<file path="config.mk">
export PLATFORM = sky130hd
export DESIGN_NAME = ysyx_23060061_ifu
export DESIGN_NICKNAME = d
export VERILOG_FILES = /design/src/rtl/ysyx_23060061_ifu_pkg.sv /design/src/rtl/ysyx_23060061_ifu_reg.sv /design/src/rtl/ysyx_23060061_ifu.sv
export SDC_FILE = /design/constraint.sdc
export NUM_CORES = 1
export LEC_CHECK = 0
export BUFFER_PORTS_ARGS = -buffer_cell sky130_fd_sc_hd__buf_2
export CORE_MARGIN = 3
export CORE_UTILIZATION = 45
export DETAILED_ROUTE_END_ITERATION = 16
export PLACE_DENSITY = 0.73
export SLEW_MARGIN = 20
export SYNTH_ARGS = -nofsm -noshare
export SYNTH_HDL_FRONTEND = slang
export SYNTH_SLANG_ARGS = --single-unit
</file>
<file path="constraint.sdc">
create_clock -name clk -period 1.88 [get_ports clk]
set_input_delay 0.188 -clock clk [delete_from_list [all_inputs] [get_ports clk]]
set_output_delay 0.188 -clock clk [all_outputs]
set_load 0.02 [all_outputs]
</file>
<file path="src/rtl/ysyx_23060061_ifu_pkg.sv">
// Shared IFU definitions: state encodings, reset PC and the fault instruction word.
// Consumed by ysyx_23060061_ifu and its testbench.
package ysyx_23060061_ifu_pkg;

  localparam logic [31:0] RESET_PC   = 32'h8000_0000;
  localparam logic [31:0] INST_FAULT = 32'h0000_0000;

  typedef enum logic [1:0] {
    IFU_IDLE = 2'd0,
    IFU_REQ  = 2'd1,
    IFU_WAIT = 2'd2,
    IFU_OUT  = 2'd3
  } ifu_state_e;

  // Decoder-facing payload, held in one register so it moves atomically
  typedef struct packed {
    logic        fault;
    logic [31:0] pc;
    logic [31:0] word;
  } inst_pkt_t;

  localparam int INST_PKT_W = $bits(inst_pkt_t);

endpackage

</file>
<file path="src/rtl/ysyx_23060061_ifu_reg.sv">
// Generic enable register with asynchronous active-low reset.
module ysyx_23060061_Reg #(
  parameter int               WIDTH     = 32,
  parameter logic [WIDTH-1:0] RESET_VAL = '0
) (
  input  logic             clk,
  input  logic             rst_n,
  input  logic             en,
  input  logic [WIDTH-1:0] d,
  output logic [WIDTH-1:0] q
);

  always_ff @(posedge clk or negedge rst_n) begin
    if (!rst_n)  q <= RESET_VAL;
    else if (en) q <= d;
  end

endmodule

</file>
<file path="src/rtl/ysyx_23060061_ifu.sv">
// Instruction fetch unit: one outstanding imem read, valid/ready delivery to decode.
// Optional YSYX_23060061_IFU_PERF_EN adds fetch/stall performance counters.
module ysyx_23060061_ifu
  import ysyx_23060061_ifu_pkg::*;
(
  input  logic        clk,
  input  logic        rst_n,
  output logic        imem_req_valid,
  input  logic        imem_req_ready,
  output logic [31:0] imem_req_addr,
  input  logic        imem_resp_valid,
  input  logic [31:0] imem_resp_data,
  input  logic        imem_resp_err,
  output logic        inst_valid,
  input  logic        inst_ready,
  output logic [31:0] inst,
  output logic [31:0] inst_pc,
  output logic        inst_fault,
`ifdef YSYX_23060061_IFU_PERF_EN
  output logic [31:0] perf_fetch_cnt,
  output logic [31:0] perf_stall_cnt,
`endif
  input  logic        redirect_valid,
  input  logic [31:0] redirect_pc
);

  ifu_state_e state_q, state_d;
  logic       drop_q, drop_d;
  logic       pc_en;
  logic [31:0] pc_q, pc_d;
  logic       cap_en;
  inst_pkt_t  cap_d, out_q;
  logic [INST_PKT_W-1:0] out_bits;
  logic       misaligned;

  assign misaligned = (pc_q[1:0] != 2'b00);

  always_ff @(posedge clk or negedge rst_n) begin
    if (!rst_n) begin
      state_q <= IFU_IDLE;
      drop_q  <= 1'b0;
    end else begin
      state_q <= state_d;
      drop_q  <= drop_d;
    end
  end

  always_comb begin
    state_d        = state_q;
    drop_d         = drop_q;
    pc_en          = 1'b0;
    pc_d           = pc_q;
    cap_en         = 1'b0;
    cap_d          = '{fault: imem_resp_err, pc: pc_q, word: imem_resp_data};
    imem_req_valid = 1'b0;
    case (state_q)
      IFU_IDLE: begin
        state_d = IFU_REQ;
        if (redirect_valid) begin
          pc_en  = 1'b1;
          pc_d   = redirect_pc;
          drop_d = 1'b1;
        end
      end
      IFU_REQ: begin
        if (misaligned) begin
          // No request goes out, so a redirect here has nothing to drop
          if (redirect_valid) begin
            pc_en = 1'b1;
            pc_d  = redirect_pc;
          end else begin
            cap_en  = 1'b1;
            cap_d   = '{fault: 1'b1, pc: pc_q, word: INST_FAULT};
            state_d = IFU_OUT;
          end
        end else begin
          imem_req_valid = 1'b1;
          if (imem_req_ready) state_d = IFU_WAIT;
          if (redirect_valid) begin
            pc_en  = 1'b1;
            pc_d   = redirect_pc;
            drop_d = 1'b1;
          end
        end
      end
      IFU_WAIT: begin
        if (redirect_valid) begin
          pc_en = 1'b1;
          pc_d  = redirect_pc;
          if (imem_resp_valid) begin
            state_d = IFU_REQ;
            drop_d  = 1'b0;
          end else begin
            drop_d  = 1'b1;
          end
        end else if (imem_resp_valid) begin
          state_d = IFU_REQ;
          drop_d  = 1'b0;
          if (!drop_q) begin
            cap_en  = 1'b1;
            state_d = IFU_OUT;
          end
        end
      end
      IFU_OUT: begin
        if (redirect_valid) begin
          pc_en   = 1'b1;
          pc_d    = redirect_pc;
          state_d = IFU_REQ;
        end else if (inst_ready) begin
          pc_en   = 1'b1;
          pc_d    = pc_q + 32'd4;
          state_d = IFU_REQ;
        end
      end
      default: state_d = IFU_IDLE;
    endcase
  end

  ysyx_23060061_Reg #(.WIDTH(32), .RESET_VAL(RESET_PC)) u_pc (
    .clk(clk), .rst_n(rst_n), .en(pc_en), .d(pc_d), .q(pc_q)
  );

  ysyx_23060061_Reg #(.WIDTH(INST_PKT_W), .RESET_VAL('0)) u_out (
    .clk(clk), .rst_n(rst_n), .en(cap_en), .d(cap_d), .q(out_bits)
  );

  assign out_q         = inst_pkt_t'(out_bits);
  assign imem_req_addr = pc_q;
  assign inst_valid    = (state_q == IFU_OUT);
  assign inst          = out_q.word;
  assign inst_pc       = out_q.pc;
  assign inst_fault    = out_q.fault;

`ifdef YSYX_23060061_IFU_PERF_EN
  always_ff @(posedge clk or negedge rst_n) begin
    if (!rst_n) begin
      perf_fetch_cnt <= '0;
      perf_stall_cnt <= '0;
    end else begin
      if (inst_valid && inst_ready)  perf_fetch_cnt <= perf_fetch_cnt + 32'd1;
      if (state_q == IFU_WAIT)       perf_stall_cnt <= perf_stall_cnt + 32'd1;
    end
  end
`endif

endmodule
</file>
==> results.json, run 1 <==
{
  "outcome": "completed",
  "core_area_sq_um": 10500,
  "die_w_um": 110,
  "cp_cell_sequence": "buf_6 > ha_4 > and3_4 > nor2_4 > or3_4 > or4_1 > nand3_1",
  "timing.final.crit_share_pct": 97.5,
  "setup-tns-final_ns": 0,
  "cts_buffers": 9,
  "p_sw_mw": 3.82,
  "max_stage_delay_ns": 0.47,
  "wl_per_cell_um": 16.1,
  "hp-class": "input pin to flop",
  "final_hold_viol_count": 0,
  "syn_inst": 566,
  "slew_violations": 0,
  "pwr-share-comb_pct": 46.3,
  "hold_depth": 3,
  "place_inst": 861,
  "totalWireLength_um": 14300,
  "grt-ovfl-total": 0,
  "dieArea_sq_um": 12200,
  "fin_cells": 886,
  "grt_max_degree": 43,
  "clk_latency_ns": 0.36,
  "final_nets": 821,
  "slew_headroom_pct": 71.3,
  "end_kind": "flop",
  "r2r_slack_ns": 0.05,
  "drt-vias-per-instance": 5.31,
  "period_minus_slack_ns": 1.83,
  "worstReg2RegEnd": "u_pc.q[29]",
  "synth_cell_type_count": 59,
  "synth_area_sq_um": 4900,
  "powerDensity_nw_per_um2": 1390,
  "drive_gt1_share_pct": 37.2,
  "rsz0062_at_grt": "true",
  "ys_warn_count": 0,
  "ys_ff_latch": 100,
  "avgSynthCellArea_sq_um": 8.66,
  "worst_path_max_delay_cell": "or4_1",
  "hold_start": "redirect_pc[2]",
  "ys_seq_area_share_pct": 51.1,
  "critPathKind": "flop to flop",
  "r2r_start": "state_q[1]",
  "fmax_mhz": 546,
  "setup_viol": 0,
  "clk_pin_slew_worst_paths_ns": 0.09,
  "ios": 170,
  "numClockSinks": 100,
  "async_flop_share_pct": 100,
  "worst_setup_path_start_kind": "flop",
  "n_fill_cell": 966,
  "worstMarginPinSlew_ns": 0.430,
  "antenna_cells": 0,
  "p_seq_share_pct": 37.5,
  "vdd_drop_max_mv": 0.737,
  "hold_ws_ns": 0.0391,
  "place_area_sq_um": 6030,
  "cts-root-buf": "clkbuf_8",
  "grt_antenna_before_repair": 0,
  "first_pass_iters": 5,
  "gp_congestion": 0.884,
  "pwr-share-clk_pct": 16.2,
  "grtUsageTotal_pct": 23.1,
  "grt_pass1_vias": 4525,
  "final_area_sq_um": 6450,
  "synth_edf_count": 0,
  "cp_max_fo": 5,
  "num_vias": 4703,
  "p_int_mw": 5.17,
  "rr_worst_depth": 7,
  "h-tree-depth": 3,
  "drt-initial-drc-count": 322,
  "hold-path-endpoint": "u_pc.q[2]",
  "drv_cap": 0,
  "placementRows": 37,
  "port_buffers": 169,
  "power.total_mw": 9.00,
  "synthFlopType": "dfrtp_1",
  "cp.arrival_ns": 2.13,
  "die_h_um": 110,
  "drc": 0,
  "start_util_pct": 46.9,
  "clockBufferDepth": 2,
  "dp_hpwl_um": 10500,
  "power.share.switching_pct": 42.5,
  "cp.required_ns": 2.17,
  "skew_ns": 0.0145,
  "detail-route-antenna-nets": 0,
  "cts_tree": "built",
  "synth_nets": 642,
  "syn2layout_area_growth_pct": 31.5,
  "p_leak_nw": 3.30,
  "grt_pass1_wl_um": 22200
}
[power by group through the flow]
stage	clock (mW)	combinational, mW	sequential (mW)
after floorplan	0	1.71	4.17
after global placement	0	3.83	3.36
after detailed placement	0	3.95	3.40
after CTS	1.49	4.05	3.36
after global routing	1.58	4.61	3.47
final	1.45	4.17	3.38
[cells in the final DEF, fill, tap and decap left out, types with 2 or more instances in the layout]
cell | synthesis | final
a211oi_1 | 4 | 4
a21oi_1 | 24 | 24
a221oi_1 | 3 | 2
a22oi_1 | 2 | 2
a311oi_1 | 3 | 3
a31oi_1 | 4 | 4
and3_1 | 3 | 2
and4_1 | 3 | 3
buf_12 | 0 | 5
buf_2 | 1 | 168
buf_4 | 33 | 50
buf_6 | 1 | 5
clkbuf_8 | 0 | 11
dfrtp_1 | 99 | 96
dfrtp_2 | 0 | 3
ha_1 | 5 | 3
inv_1 | 8 | 7
mux2_2 | 4 | 4
nand2_1 | 186 | 184
nand2_2 | 0 | 2
nand3_1 | 47 | 46
nand3_2 | 1 | 2
nand4_1 | 6 | 6
nor2_1 | 26 | 25
nor3_1 | 8 | 7
nor3_2 | 2 | 2
nor4_1 | 3 | 3
o21ai_0 | 11 | 11
o22a_1 | 3 | 3
o22ai_1 | 9 | 9
o32a_1 | 3 | 3
or2_2 | 2 | 2
or3_1 | 4 | 2
or3_4 | 0 | 2
xnor2_1 | 2 | 2
[timing repair]
item                                   CTS  global route
hold buffers                             1             0
buffers inserted                         3             3
gates cloned                             1             1
endpoints found under the hold margin   28             0
pin swaps                                1             4
resized for setup                        2            23
setup endpoints to repair               29            75
[registers in the layout, summed over array words and instances (netlist names)]
name,flops
drop_q,1
state_q,2
u_out.q,65
u_pc.q,32
[final cells by class]
class	count	area [sq um]	share of cell area, %
flip-flops and latches	100	2510	38.9
repair buffers	231	1440	22.3
clock buffers	12	155	2.41
clock inverters	4	55.1	0.854
multi-input cells	395	2100	32.5
well taps	136	170	2.64
inverters	8	30.0	0.466
[logic make-up after synthesis]
group	after synthesis	synth area share (%)
flops	100	51.1
compound gates	81	11.0
mux	5	1.12
simple gates	301	26.9
buf+inv	71	8.14
xor+xnor	3	0.536
fa+ha+maj	5	1.28
[how the worst max path moves through the flow]
stage                from          end  slack [ns]
2_1_floorplan  state_q[1]   u_pc.q[29]      -0.008
6_report       state_q[1]   u_pc.q[29]        0.05
4_1_cts        state_q[1]   u_pc.q[30]       0.003
3_5_place_dp   state_q[0]  u_out.q[29]       -0.04
3_3_place_gp   state_q[1]   u_pc.q[29]        0.08
5_1_grt        state_q[0]   u_out.q[4]       -0.02
[cells in the mapped netlist (all sizes together) (5+ instances only)]
| cell | n | area, sq um |
|---|---|---|
| inv | 8 | 30.0 |
| nand3 | 48 | 245 |
| ha | 5 | 62.6 |
| dfrtp | 99 | 2480 |
| nand4 | 7 | 50.1 |
| o22ai | 9 | 56.3 |
| a21oi | 25 | 129 |
| nor2 | 27 | 104 |
| nand2 | 186 | 698 |
| o21ai | 12 | 60.1 |
| buf | 40 | 283 |
| nor3 | 10 | 60.1 |
| clkbuf | 23 | 86.3 |
[layer usage]
| layer | vias to the layer above | routed length [um] | global-route usage, % | share of wire, % |
|---|---|---|---|---|
| li1 | 2251 | - | - | - |
| met1 | 2273 | 6140 | 30.7 | 43 |
| met2 | 163 | 7190 | 39.6 | 50 |
| met3 | 16 | 829 | 4.19 | 5.8 |
| met4 | 0 | 152 | 5.10 | 1.1 |
| met5 | - | 0 | 0 | 0 |
[worst max-delay path, delay by kind of cell, from the launching register on]
family                     cells  cell delay [ns]
and+or+nand+nor                5             1.13
DFF                            1             0.39
adders and majority gates      1             0.15
buffers and inverters          1             0.11
[stage by stage]
stage                     setup WS, ns  util [%]
after floorplan               -0.00848         -
after global placement          0.0827      57.6
after detailed placement       -0.0362      57.6
after CTS                      0.00301      60.3
after global routing           -0.0165      61.6
final                           0.0470      61.6
Note: power is estimated with default switching activity, not from simulation.
==> inputs of run 2 (changes only) <==
- CORE_ASPECT_RATIO: default -> 0.75
==> results.json, run 2 (synthesized netlist as in run 1, its figures left out) <==
{
  "outcome": "completed",
  "largest_reg_flops": 65,
  "detail-route-antenna-nets": 0,
  "vdd_drop_max_mv": 0.775,
  "hp-class": "input pin to flop",
  "grt-ovfl-total": 0,
  "ios": 170,
  "clockBufferDepth": 2,
  "h-tree-depth": 3,
  "dpl_worst_slack_ns": -0.0359,
  "cts_buffers": 9,
  "final_nets": 812,
  "grt_pass1_vias": 4433,
  "slew_violations": 0,
  "grt_antenna_before_repair": 0,
  "period_minus_slack_ns": 1.81,
  "placementRows": 32,
  "core_area_sq_um": 10500,
  "mostFrequentLayoutCells": "nand2_1, buf_2, dfrtp_1",
  "numClockSinks": 100,
  "hold_depth": 3,
  "final_hold_viol_count": 0,
  "grt_pass1_wl_um": 21800,
  "drive_gt1_share_pct": 35.6,
  "powerDensity_nw_per_um2": 1470,
  "dieArea_sq_um": 12200,
  "place_inst": 859,
  "num_vias": 4635,
  "first_pass_iters": 5,
  "setup-tns-final_ns": 0,
  "worst_setup_path_start_kind": "flop",
  "reg_top3": "u_out.q: 65 flops, u_pc.q: 32 flops, state_q: 2 flops",
  "critPathKind": "flop to flop",
  "antenna_cells": 0,
  "grtUsageTotal_pct": 22.4,
  "end_kind": "flop",
  "die_w_um": 127,
  "port_buffers": 169,
  "cts_tree": "built",
  "totalWireLength_um": 14100,
  "skew_ns": 0.00400,
  "fmax_mhz": 553,
  "cp.arrival_ns": 2.09,
  "drt-initial-drc-count": 364,
  "cts-root-buf": "clkbuf_16",
  "wl_per_cell_um": 16.1,
  "cp_max_fo": 4,
  "die_h_um": 96.4,
  "slew_headroom_pct": 60.8,
  "gp_congestion": 0.900,
  "cts_setup_buffers": 0,
  "max_stage_delay_ns": 0.47,
  "worst_path_max_delay_cell": "or4_1",
  "grt_max_degree": 101,
  "cp.required_ns": 2.16,
  "fin_cells": 877,
  "final_common_cell": "nand2_1",
  "p_leak_nw": 3.28,
  "drc": 0,
  "rr_worst_depth": 6,
  "n_fill_cell": 907,
  "cp_cell_sequence": "ha_2 > and3_1 > nor2_2 > or3_4 > or4_1 > nand3_1",
  "drt-vias-per-instance": 5.29,
  "post-route-util_pct": 61.3,
  "multi_input_area_sq_um": 2060,
  "syn2layout_area_growth_pct": 30.7,
  "drv_cap": 0,
  "seqCellArea_sq_um": 2510,
  "worst_slack_ns": 0.0716,
  "dp_hpwl_um": 10100,
  "clk_latency_ns": 0.35,
  "setup_viol": 0,
  "worstMarginPinSlew_ns": 0.588,
  "largest-register": "u_out.q",
  "timing.final.crit_share_pct": 96.2,
  "start_util_pct": 46.9,
  "clk_pin_slew_worst_paths_ns": 0.07
}
## run 2: metal layers
metal / track usage, % / wire length [um]
met1: 30.7 / 6130
met5: 0 / 0
met4: 6.88 / 224
met3: 5.44 / 1000
met2: 35.5 / 6730
## run 2: critical path, delay by kind of cell, from the launching register on
| family | cells | cell delay [ns] |
|---|---|---|
| adders and majority gates | 1 | 0.20 |
| DFF | 1 | 0.41 |
| and+or+nand+nor | 5 | 1.14 |
## run 2: worst paths after layout
kind / slack [ns] / from / end
max in group asynchronous: 1.00 / rst_n / u_out.q[61]
setup reg to reg: 0.07 / state_q[1] / u_pc.q[29]
hold / removal: 0.05 / redirect_pc[2] / u_pc.q[2]
min in group asynchronous: 0.39 / rst_n / u_out.q[50]
hold reg to reg: 0.46 / u_out.q[26] / u_out.q[26]
setup / recovery: 0.07 / state_q[1] / u_pc.q[29]
## run 2: layout make-up
type / instances / share of cell area, %
well taps: 136 / 2.65
clock buffers: 9 / 3.51
clock inverters: 7 / 1.80
multi-input cells: 395 / 32.1
repair buffers: 222 / 20.3
inverters: 8 / 0.468
flip-flops and latches: 100 / 39.1
## run 2: power breakdown
| group | switching (mW) | internal, mW | leakage (nW) |
|---|---|---|---|
| combinational | 2.55 | 1.41 | 1.91 |
| sequential | 0.440 | 2.92 | 1.21 |
| clock | 0.811 | 1.30 | 0.161 |
## run 2: stage by stage
step           instance area (sq um)  power [mW]  hold WS (ns)
2_1_floorplan                   4920        5.88        -0.108
3_3_place_gp                    6000        7.16         0.293
3_5_place_dp                    6000        7.32         0.297
4_1_cts                         6350        9.46        0.0417
5_1_grt                         6410        10.0        0.0537
6_report                        6410        9.44        0.0532
## run 2: repair_timing
action | CTS | global route
hold buffers | 1 | 0
gates resized for setup | 1 | 9
endpoints found under the hold margin | 99 | 0
gates cloned | 0 | 1
setup endpoints to repair | 29 | 67
pin swaps | 0 | 1
==> inputs of run 3 (changes only) <==
--- a/config.mk
+++ b/config.mk
@@ -7,8 +7,8 @@
 export LEC_CHECK = 0
-export BUFFER_PORTS_ARGS = -buffer_cell sky130_fd_sc_hd__buf_2
 export CORE_ASPECT_RATIO = 0.75
 export CORE_MARGIN = 3
-export CORE_UTILIZATION = 45
+export CORE_UTILIZATION = 55
 export DETAILED_ROUTE_END_ITERATION = 16
-export PLACE_DENSITY = 0.73
+export DONT_BUFFER_PORTS = 1
+export PLACE_DENSITY = 0.7
 export SLEW_MARGIN = 20
--- a/constraint.sdc
+++ b/constraint.sdc
@@ -3,2 +3,2 @@
 set_output_delay 0.188 -clock clk [all_outputs]
-set_load 0.02 [all_outputs]
+set_load 0.005 [all_outputs]
==> results.json, run 3 (synthesized netlist as in run 1, its figures left out) <==
{
  "cp_max_fo": 40,
  "detail-route-antenna-nets": 0,
  "vdd_drop_max_mv": 0.638,
  "port_buffers": 0,
  "start_util_pct": 57.3,
  "rr_worst_depth": 8,
  "timing.critical_path.mode_cell": "nand2_1",
  "p_sw_mw": 2.80,
  "period_minus_slack_ns": 1.81,
  "violations": "negative hold slack",
  "worstReg2RegEnd": "u_out.q[1]",
  "p_leak_nw": 2.79,
  "p_int_mw": 5.14,
  "drive_gt1_share_pct": 16.3,
  "worst_slack_ns": 0.0652,
  "critPathKind": "flop to flop",
  "final_hold_viol_count": 100,
  "clk_latency_ns": 0.35,
  "end_kind": "flop",
  "r2r_start": "state_q[0]",
  "antenna_cells": 0,
  "fmax_mhz": 551,
  "wl_per_cell_um": 18.9,
  "drt-vias-per-instance": 5.92,
  "grt_pass1_vias": 4183,
  "max_stage_delay_ns": 0.45,
  "hp-class": "input pin to async pin",
  "outcome": "complete, but fails checks",
  "dp_hpwl_um": 9150,
  "grt-ovfl-total": 0,
  "die_h_um": 87.8,
  "place_area_sq_um": 5170,
  "post-route-util_pct": 70.5,
  "final_area_sq_um": 6040,
  "pwr-share-comb_pct": 30.2,
  "totalWireLength_um": 13800,
  "grt_max_degree": 101,
  "powerDensity_nw_per_um2": 1310,
  "grtUsageTotal_pct": 27.0,
  "drc": 0,
  "grt_pass1_wl_um": 21200,
  "cp.arrival_ns": 2.04,
  "skew_ns": 0.00811,
  "setup-tns-final_ns": 0,
  "slew_violations": 0,
  "dpl_worst_slack_ns": 0.00678,
  "final_nets": 693,
  "rsz0062_at_grt": "true",
  "cts_tree": "built",
  "slew_headroom_pct": 74.4,
  "cp_cell_sequence": "inv_1 > ha_1 > nor3b_2 > nand2_2 > a21o_2 > buf_12 > nand2_1 > nand2_1",
  "drv_cap": 0,
  "grt_antenna_before_repair": 0,
  "dieArea_sq_um": 10100,
  "clockBufferDepth": 2,
  "power.share.switching_pct": 35.3,
  "mostFrequentLayoutCells": "nand2_1, dfrtp_1, buf_4",
  "drt-initial-drc-count": 352,
  "cts-root-buf": "clkbuf_16",
  "placementRows": 29,
  "final_common_cell": "nand2_1",
  "cp.required_ns": 2.11,
  "p_seq_share_pct": 45.0,
  "numClockSinks": 100,
  "r2r_slack_ns": 0.07,
  "num_vias": 4316,
  "cts_buffers": 9,
  "largest_reg_flops": 65,
  "setup_viol": 0,
  "first_pass_iters": 5,
  "h-tree-depth": 3,
  "ios": 170,
  "syn2layout_area_growth_pct": 23.1,
  "n_fill_cell": 675,
  "cp-startpoint": "state_q[0]",
  "clk_pin_slew_worst_paths_ns": 0.07,
  "pwr-share-clk_pct": 24.8,
  "gp_congestion": 0.925,
  "worst_path_max_delay_cell": "dfrtp_2",
  "die_w_um": 115,
  "core_area_sq_um": 8560,
  "reg_top3": "u_out.q: 65 flops, u_pc.q: 32 flops, state_q: 2 flops",
  "hold_ws_ns": -0.468,
  "timing.final.crit_share_pct": 96.5,
  "worstMarginPinSlew_ns": 0.382,
  "worst_setup_path_start_kind": "flop",
  "largest-register": "u_out.q"
}
## run 3: cell types whose count changed in the layout (fill, tap and decap cells not counted), moves of 2 or more
| cell | before | now |
|---|---|---|
| nor3b_2 | 0 | 2 |
| buf_12 | 3 | 5 |
| inv_6 | 0 | 2 |
| clkinv_2 | 2 | 0 |
| buf_2 | 168 | 0 |
| dlygate4sd3_1 | 1 | 45 |
## run 3: worst max-delay path by stage
stage	end	depth (start not counted)	slack, ns
after floorplan	u_pc.q[29]	7	-0.01
after global placement	u_pc.q[29]	6	0.06
after detailed placement	u_pc.q[29]	6	0.007
after CTS	u_pc.q[29]	6	0.0004
after global routing	u_out.q[1]	8	-0.04
final	u_out.q[1]	8	0.07
## run 3: power groups by stage
stage / Combinational, mW / Sequential [mW] / Clock, mW
global route: 2.72 / 3.66 / 2.10
detailed placement: 2.16 / 3.59 / 0
global placement: 2.05 / 3.57 / 0
CTS: 2.24 / 3.56 / 2.01
floorplan: 1.56 / 3.47 / 0
finish: 2.40 / 3.57 / 1.97
## run 3: layout make-up
cell class	count	area (sq um)	area share (%)
clock buffer	10	229	3.79
clock inverter	5	85.1	1.41
inverter	8	30.0	0.497
multi-input combinational	395	2070	34.2
sequential	100	2510	41.5
tap	108	135	2.24
timing repair buffer	103	987	16.3
## run 3: per-stage QoR
stage | hold slack, ns | std cells | total power, mW
after floorplan | -0.108 | 566 | 5.03
after global placement | -0.105 | 665 | 5.62
after detailed placement | -0.106 | 665 | 5.75
after CTS | -0.480 | 724 | 7.81
after global routing | -0.485 | 729 | 8.48
final | -0.468 | 729 | 7.94
## run 3: critical path, delay by kind of cell, from the launching register on
kind	cells	cell delay [ns]
AND/OR/NAND/NOR	4	0.51
adder cells (fa/ha/maj)	1	0.18
flip-flops	1	0.45
AO/OA/AOI/OAI	1	0.28
buffers and inverters	2	0.28
## run 3: repair_timing
action,CTS,global route
pin swaps,0,1
gates cloned,0,2
gates resized for setup,1,11
endpoints found under the setup margin,1,73
hold endpoints to repair,143,101
hold buffers,44,1
setup buffers,0,2
## run 3: layer usage
metal | vias to the layer above | GRT usage [%] | part of all wire, %
met5 | - | 0 | 0
met4 | 0 | 11.4 | 2.6
met3 | 37 | 9.39 | 9.6
met2 | 217 | 41.6 | 47
met1 | 2065 | 35.2 | 41
li1 | 1997 | - | -
